==> src/rtl/q2_panel_loader.sv <==
// Front-panel program loader for the q2 core: turns a valid/ready word stream into timed
// deposit / increment-P pulses. Optional macro Q2_LOADER_AUTOSTART_EN adds a start pulse after the last word.
module q2_panel_loader #(
  parameter int SETUP_CYCLES = 2,
  parameter int PULSE_CYCLES = 4,
  parameter int GAP_CYCLES   = 2
) (
  input  logic        clk,
  input  logic        rst,
  input  logic        load_valid,
  input  logic [11:0] load_data,
  input  logic        load_last,
  output logic        load_ready,
  input  logic        abort,
  output logic [11:0] sw,
  output logic        dep_sw,
  output logic        incp_sw,
  output logic        start_sw,
  output logic        stop_sw,
  output logic        busy,
  output logic        done,
  output logic [11:0] word_count
);

  localparam int MAX_A   = (SETUP_CYCLES > PULSE_CYCLES) ? SETUP_CYCLES : PULSE_CYCLES;
  localparam int MAX_CYC = (MAX_A > GAP_CYCLES) ? MAX_A : GAP_CYCLES;
  localparam int TW      = (MAX_CYC > 1) ? $clog2(MAX_CYC) : 1;

  localparam logic [TW-1:0] T_SETUP = TW'(SETUP_CYCLES - 1);
  localparam logic [TW-1:0] T_PULSE = TW'(PULSE_CYCLES - 1);
  localparam logic [TW-1:0] T_GAP   = TW'(GAP_CYCLES - 1);

  typedef enum logic [2:0] {
    IDLE, SETUP, DEP, DEP_GAP, INC, INC_GAP, START, START_GAP
  } state_t;

  state_t        state_q, state_d;
  logic [TW-1:0] timer_q, timer_d;
  logic [11:0]   sw_q, sw_d;
  logic [11:0]   wc_q, wc_d;
  logic          last_q, last_d;
  logic          dep_q, dep_d;
  logic          incp_q, incp_d;
  logic          start_q, start_d;
  logic          stop_q, stop_d;
  logic          done_q, done_d;
  logic          restart_q, restart_d;
  logic          timer_done;

  assign load_ready = (state_q == IDLE) && !abort;
  assign busy       = (state_q != IDLE);
  assign sw         = sw_q;
  assign dep_sw     = dep_q;
  assign incp_sw    = incp_q;
  assign start_sw   = start_q;
  assign stop_sw    = stop_q;
  assign done       = done_q;
  assign word_count = wc_q;
  assign timer_done = (timer_q == '0);

  // NOTE: every *_d gets a default before the case so no path leaves it unassigned (no latches).
  always_comb begin
    state_d   = state_q;
    timer_d   = timer_done ? timer_q : timer_q - 1'b1;
    sw_d      = sw_q;
    wc_d      = wc_q;
    last_d    = last_q;
    dep_d     = dep_q;
    incp_d    = incp_q;
    start_d   = start_q;
    stop_d    = stop_q;
    done_d    = 1'b0;
    restart_d = restart_q;

    if (abort && state_q != IDLE) begin
      state_d = IDLE;
      timer_d = '0;
      dep_d   = 1'b0;
      incp_d  = 1'b0;
      start_d = 1'b0;
      stop_d  = 1'b0;
    end else begin
      case (state_q)
        IDLE: begin
          if (load_valid && load_ready) begin
            sw_d    = load_data;
            last_d  = load_last;
            stop_d  = 1'b1;
            timer_d = T_SETUP;
            state_d = SETUP;
            // A new program after a completed one counts its words from zero.
            if (restart_q) begin
              wc_d      = '0;
              restart_d = 1'b0;
            end
          end
        end
        SETUP: if (timer_done) begin
          dep_d   = 1'b1;
          timer_d = T_PULSE;
          state_d = DEP;
        end
        DEP: if (timer_done) begin
          dep_d   = 1'b0;
          timer_d = T_GAP;
          state_d = DEP_GAP;
        end
        DEP_GAP: if (timer_done) begin
          incp_d  = 1'b1;
          timer_d = T_PULSE;
          state_d = INC;
        end
        INC: if (timer_done) begin
          incp_d  = 1'b0;
          timer_d = T_GAP;
          state_d = INC_GAP;
        end
        INC_GAP: if (timer_done) begin
          wc_d    = wc_q + 12'd1;
          state_d = IDLE;
          if (last_q) begin
            stop_d = 1'b0;
`ifdef Q2_LOADER_AUTOSTART_EN
            start_d = 1'b1;
            timer_d = T_PULSE;
            state_d = START;
`else
            done_d    = 1'b1;
            restart_d = 1'b1;
`endif
          end
        end
        START: if (timer_done) begin
          start_d = 1'b0;
          timer_d = T_GAP;
          state_d = START_GAP;
        end
        START_GAP: if (timer_done) begin
          done_d    = 1'b1;
          restart_d = 1'b1;
          state_d   = IDLE;
        end
        default: state_d = IDLE;
      endcase
    end
  end

  // NOTE: sequential state uses non-blocking assignments only; the comb block above uses blocking.
  always_ff @(posedge clk or negedge rst) begin
    if (!rst) begin
      state_q   <= IDLE;
      timer_q   <= '0;
      sw_q      <= '0;
      wc_q      <= '0;
      last_q    <= 1'b0;
      dep_q     <= 1'b0;
      incp_q    <= 1'b0;
      start_q   <= 1'b0;
      stop_q    <= 1'b0;
      done_q    <= 1'b0;
      restart_q <= 1'b0;
    end else begin
      state_q   <= state_d;
      timer_q   <= timer_d;
      sw_q      <= sw_d;
      wc_q      <= wc_d;
      last_q    <= last_d;
      dep_q     <= dep_d;
      incp_q    <= incp_d;
      start_q   <= start_d;
      stop_q    <= stop_d;
      done_q    <= done_d;
      restart_q <= restart_d;
    end
  end

endmodule

==> config.mk <==
export PLATFORM = sky130hd
export DESIGN_NAME = q2_panel_loader
export DESIGN_NICKNAME = d
export VERILOG_FILES = /design/src/rtl/q2_panel_loader.sv
export SDC_FILE = /design/constraint.sdc
export NUM_CORES = 1
export LEC_CHECK = 0
export ABC_AREA = 1
export CAP_MARGIN = 20
export CORE_MARGIN = 2
export CORE_UTILIZATION = 35
export DETAILED_ROUTE_END_ITERATION = 10
export GPL_TIMING_DRIVEN = 0
export MAX_ROUTING_LAYER = met4
export SLEW_MARGIN = 40
export SYNTH_ARGS = -nofsm -noshare
export SYNTH_HDL_FRONTEND = slang
export SYNTH_SLANG_ARGS = --single-unit
==> constraint.sdc <==
create_clock -name clk -period 3.15 [get_ports clk]
set_input_delay 0.63 -clock clk [delete_from_list [all_inputs] [get_ports clk]]
set_output_delay 0.63 -clock clk [all_outputs]
set_load 0.02 [all_outputs]
==> Yosys cells after proc, flatten, opt, wreduce, memory -nomap -nowiden <==
Index checks and enable logic that the tools add are counted.
{ "classes": {"n_addsub": 2, "eq_ne": 21, "n_mux": 41, "bitwise": 1, "reduce_logical": 25} }
{ "op_table": {"columns": ["op", "n"], "rows": [
  ["$mux W12", 3],
  ["$mux W3", 8],
  ["$pmux W12 S2", 1],
  ["$ne A3 B3 Y1 const B", 7],
  ["$pmux W3 S7", 1],
  ["$mux W1", 17],
  ["$reduce_bool A3 Y1", 5],
  ["$add A12 B1 Y12 const B", 1],
  ["$eq A3 B3 Y1 const B", 4],
  ["$mux W2", 5],
  ["$reduce_and A3 Y1", 3],
  ["$ne A2 B2 Y1 const B", 4],
  ["$pmux W1 S2", 4],
  ["$reduce_and A7 Y1", 1],
  ["$eq A3 B2 Y1 const B", 2],
  ["$ne A3 B1 Y1 const B", 2],
  ["$pmux W2 S3", 1],
  ["$reduce_and A6 Y1", 1],
  ["$reduce_bool A2 Y1", 3],
  ["$reduce_and A5 Y1", 1],
  ["$reduce_and A4 Y1", 1],
  ["$reduce_or A2 Y1", 2],
  ["$eq A3 B1 Y1 const B", 1],
  ["$logic_and A1 B1 Y1", 3],
  ["other kinds (9)", 9]
]} }
{ "totals": {"register_bits": 36, "inputBits": 17, "output_inout_bits": 31, "word_cells": 101} }

==> Depth between registers and ports, before layout <==
{ "depth": {"depth_word": 6, "mapped_depth": 10, "depth_no_buf": 9} }

==> Least setup slack after synthesis <==
OpenSTA, ideal clock, no wires.
{ "synth_path": {"path_kind": "register -> output", "start": "reg state_q[1]", "end": "out load_ready", "arrival_time_ns": 1.096, "required_ns": 2.520, "path_slack_ns": 1.424, "stages_incl_launch_ff": 4, "n_path_buf": 0, "cell_sequence": "dfrtp_1 -> nor2_4 -> nand2_4 -> nor2_1"} }
{ "synth_via": {"elab_chain_len": 2} }
{ "synth_lines": {"columns": ["element", "line_no", "rtl"], "rows": [
  ["start, declared", "37", "state_t state_q, state_d;"],
  ["start signal, assigned", "163", "state_q <= state_d;"],
  ["$logic_not A3 Y1", "50", "assign load_ready = (state_q == IDLE) && !abort;"],
  ["$logic_and A1 B1 Y1", "50", null],
  ["end, declared", "13", "output logic load_ready,"]
]} }
Every way passes these cells.

==> Worst setup path after layout <==
{ "layout_path": {"start": "in abort", "end": "out load_ready"} }
{ "layout_via": {"elab_chain_len": 2} }
{ "layout_lines": {"columns": ["element", "line_no", "rtl"], "rows": [
  ["start, declared", "14", "input logic abort,"],
  ["$logic_not A1 Y1", "50", null],
  ["$logic_and A1 B1 Y1", "50", null]
]} }
Every way passes these cells.

==> results.py <==
metrics = {
    "run_status": {
        "status": "finished clean",
    },
    "clock_network": {
        "cts_tree": "done",
        "cts_hold_buf": 0,
        "clk_pin_slew_ns": 0.09,
        "h-tree-depth": 2,
        "postCtsSetupBuffers": 0,
        "cts_buffer_depth": 2,
        "cts_sinks": 35,
        "ctsResizeCount": 0,
        "tritoncts.num_buffers": 5,
        "root_buffer": "clkbuf_8",
        "clock_latency_ns": 0.29,
    },
    "sta": {
        "setup_tns_ns": 0,
        "rsz0062_at_grt": "no",
        "hold_violations": 0,
        "setup_ws_ns": 0.5914,
        "finalMaxSlewViolations": 0,
        "clock.fmax_mhz": 390.8,
        "fin_crit_ns": 2.559,
        "clock_skew_ns": 0.01371,
        "finalCritPeriodShare": 0.8123,
        "setup_viol": 0,
    },
    "logic_synthesis": {
        "synth-edff-count": 0,
        "async_flop_share": 1.000,
        "syn_area_sq_mm": 0.001992,
        "yosys_warnings": 0,
        "synth_compound_area_frac": 0.03769,
        "yosysTopAreaCell": "dfrtp_1",
        "yosys.area_share.adder": 0.02513,
        "synth_simple_gate_area_frac": 0.4165,
        "synth_common_cells": "nand2_1 (129), dfrtp_1 (35), inv_1 (28)",
        "synth-seq-cells": 35,
        "synth_xor_area_frac": 0.004397,
        "synthMostInstantiatedCell": "nand2_1",
        "synthFlopType": "dfrtp_1",
        "synthMuxAreaShare": 0,
        "synth_area_leaders": "dfrtp_1 (44%), nand2_1 (24%), nand3_1 (5.5%), inv_1 (5.3%), nor2_1 (4.5%)",
        "syn-num-nets": 303,
        "synth.distinct_cells": 28,
        "synth_top_family_by_area": "simple AND/OR/NAND/NOR gates",
        "avgSynthCellArea_sq_um": 7.064,
        "yosys.area.top_type_share": 0.4397,
        "synth_cells": 282,
        "yosysSeqAreaShare": 0.4397,
    },
    "placement": {
        "gp_congestion": 0.8275,
        "post-dp-hpwl_um": 3344,
        "place_area_sq_mm": 0.002565,
        "dpl_worst_slack_ns": 0.5922,
        "dp.cells": 401,
        "portBuffers": 46,
    },
    "route": {
        "route.met3.wl_um": 200,
        "dr.first_iter.drc_count": 105,
        "ant_nets": 0,
        "drcViolationCount": 0,
        "avgViaCountPerCell": 4.592,
        "totalWireLength_um": 4488,
        "maxUsedRoutingLayer": "met4",
        "dr_wl_met2_um": 1986,
        "wl_met1_um": 2238,
        "drtPass1Iterations": 4,
        "vias": 1878,
        "routedWlPerCell_um": 10.97,
    },
    "worst_setup_path": {
        "worst_r2r_endpoint": "word_count[7]",
        "cp_slowest_cell": "clkdlybuf4s50_1",
        "path_class": "input port to output port",
        "critPathCapture": "load_ready",
        "required_ns": 2.52,
        "end_kind": "output port",
        "crit_path_start": "abort",
        "ff2ff_setup_slack_ns": 1.51,
        "crit_fanout": 5,
        "path_delay_family": "buffers and inverters",
        "critPathMaxStageDelay_ns": 0.61,
        "arrival_ns": 1.93,
        "worstPathCellList": "clkdlybuf4s50_1 > nor2_1 > clkdlybuf4s50_1",
        "worst-path-stages": 3,
        "r2r_cells": 7,
        "crit_top_cell": "clkdlybuf4s50_1",
        "critical_path_buf_inv_count": 2,
        "critPathLaunchType": "input port",
        "reg2reg_from": "state_q[1]",
    },
    "finish": {
        "finalInstanceArea_sq_mm": 0.002659,
        "antenna_cells": 0,
        "stdcell_count": 409,
        "layout-drive-gt1-share": 0.07715,
        "syn_to_final_growth_pct": 33.48,
        "nNetsFinal": 357,
    },
    "die": {
        "coreArea_sq_mm": 0.005507,
        "rows": 27,
        "dieArea_sq_mm": 0.006311,
        "initial_utilization": 0.3617,
        "io_pins": 48,
        "die_x_um": 79.44,
        "die_y_um": 79.44,
    },
    "global_routing": {
        "grt_max_degree": 25,
        "grt_pass1_wl_um": 7783,
        "grt_overflow": 0,
        "grt_pass1_vias": 1725,
        "grt_use_total": 0.1583,
        "antenna_found_initial": 0,
    },
    "power": {
        "p_leak_nw": 1.326,
        "ir_drop_uv": 410.6,
        "pwr_density_cell_mw_per_mm2": 792.6,
    },
    "worst_hold_path": {
        "min_path_type": "input port to async pin",
    },
    "flow_run": {
        "cap_violations": 0,
    },
}
[layout by cell type, fill, tap and decap left out]
cell             count
nand2_1            129
clkdlybuf4s50_1     45
dfrtp_1             35
inv_1               28
nor2_1              24
nand3_1             22
nand4_1              6
a21oi_1              5
clkbuf_8             5
o21ai_0              4
ha_1                 4
buf_2                3
nand2_2              3
nor2_4               2
nand2_4              2
buf_4                2
clkinv_4             2
inv_2                1
nand4_2              1
o211ai_1             1
nand3b_1             1
nand3_2              1
buf_6                1
nor2_2               1
o2111ai_1            1
clkbuf_1             1
o22ai_1              1
xnor2_1              1
o21bai_1             1
nor3b_1              1
conb_1               1
clkinvlp_4           1
buf_16               1
[routing by layer]
layer  track usage  vias to the layer above
li1              -                      985
met1        0.2181                      843
met2        0.2303                       44
met3       0.03507                        6
met4       0.05517                        0
met5             -                        -
[kinds of logic (layout without fill, tap and decap cells)]
kind of cell | count (synthesis) | after routing
adder cells (fa/ha/maj) | 4 | 4
AND/OR/NAND/NOR | 193 | 193
buffers and inverters | 35 | 90
AO/OA/AOI/OAI | 13 | 13
other | 1 | 1
flip-flops | 35 | 35
XOR/XNOR | 1 | 1
[power by group]
group | internal, mW | switching, mW | total [mW]
combinational | 0.438 | 0.643 | 1.08
sequential | 0.592 | 0.0940 | 0.686
clock | 0.158 | 0.182 | 0.340
[layout make-up]
cell class	instances	area, sq um
Clock buffer	5	68.82
Fill cell	575	2848
Timing Repair Buffer	47	483.0
Buffer	6	40.04
Multi-Input combinational cell	212	967.2
Clock inverter	3	25.02
Inverter	29	108.9
Tap cell	72	90.09
Sequential cell	35	875.8
[through the flow]
step / utilization / hold slack (ns) / total power, mW
CTS: 0.4828 / 0.2285 / 2.136
global route: 0.4828 / 0.2401 / 2.293
detailed placement: 0.4658 / 0.4686 / 1.781
finish: 0.4828 / 0.2262 / 2.107
global placement: 0.4617 / 0.4582 / 1.767
floorplan: - / 0.3344 / 1.376
[worst min-delay path by stage]
stage,cells after the start,to,slack [ns]
floorplan,0,dep_sw,0.33
global placement,2,stop_sw,0.46
detailed placement,2,sw[7],0.47
CTS,1,word_count[10],0.23
global route,1,timer_q[0],0.24
finish,1,word_count[10],0.23
[sequential cells by signal (all words and copies together), names as in the netlist]
register    cells
dep_sw          1
done            1
incp_sw         1
last_q          1
restart_q       1
state_q         3
stop_sw         1
sw             12
timer_q         2
word_count     12
[worst reg2reg max path: stages (launching register included)]
cell	delay, ns
dfrtp_1	0.49
nor2_4	0.27
nand4_2	0.25
nand2_2	0.18
nand2_2	0.09
buf_6	0.15
nand2_1	0.06
nand2_1	0.05
(Power assumes the default switching activity.)
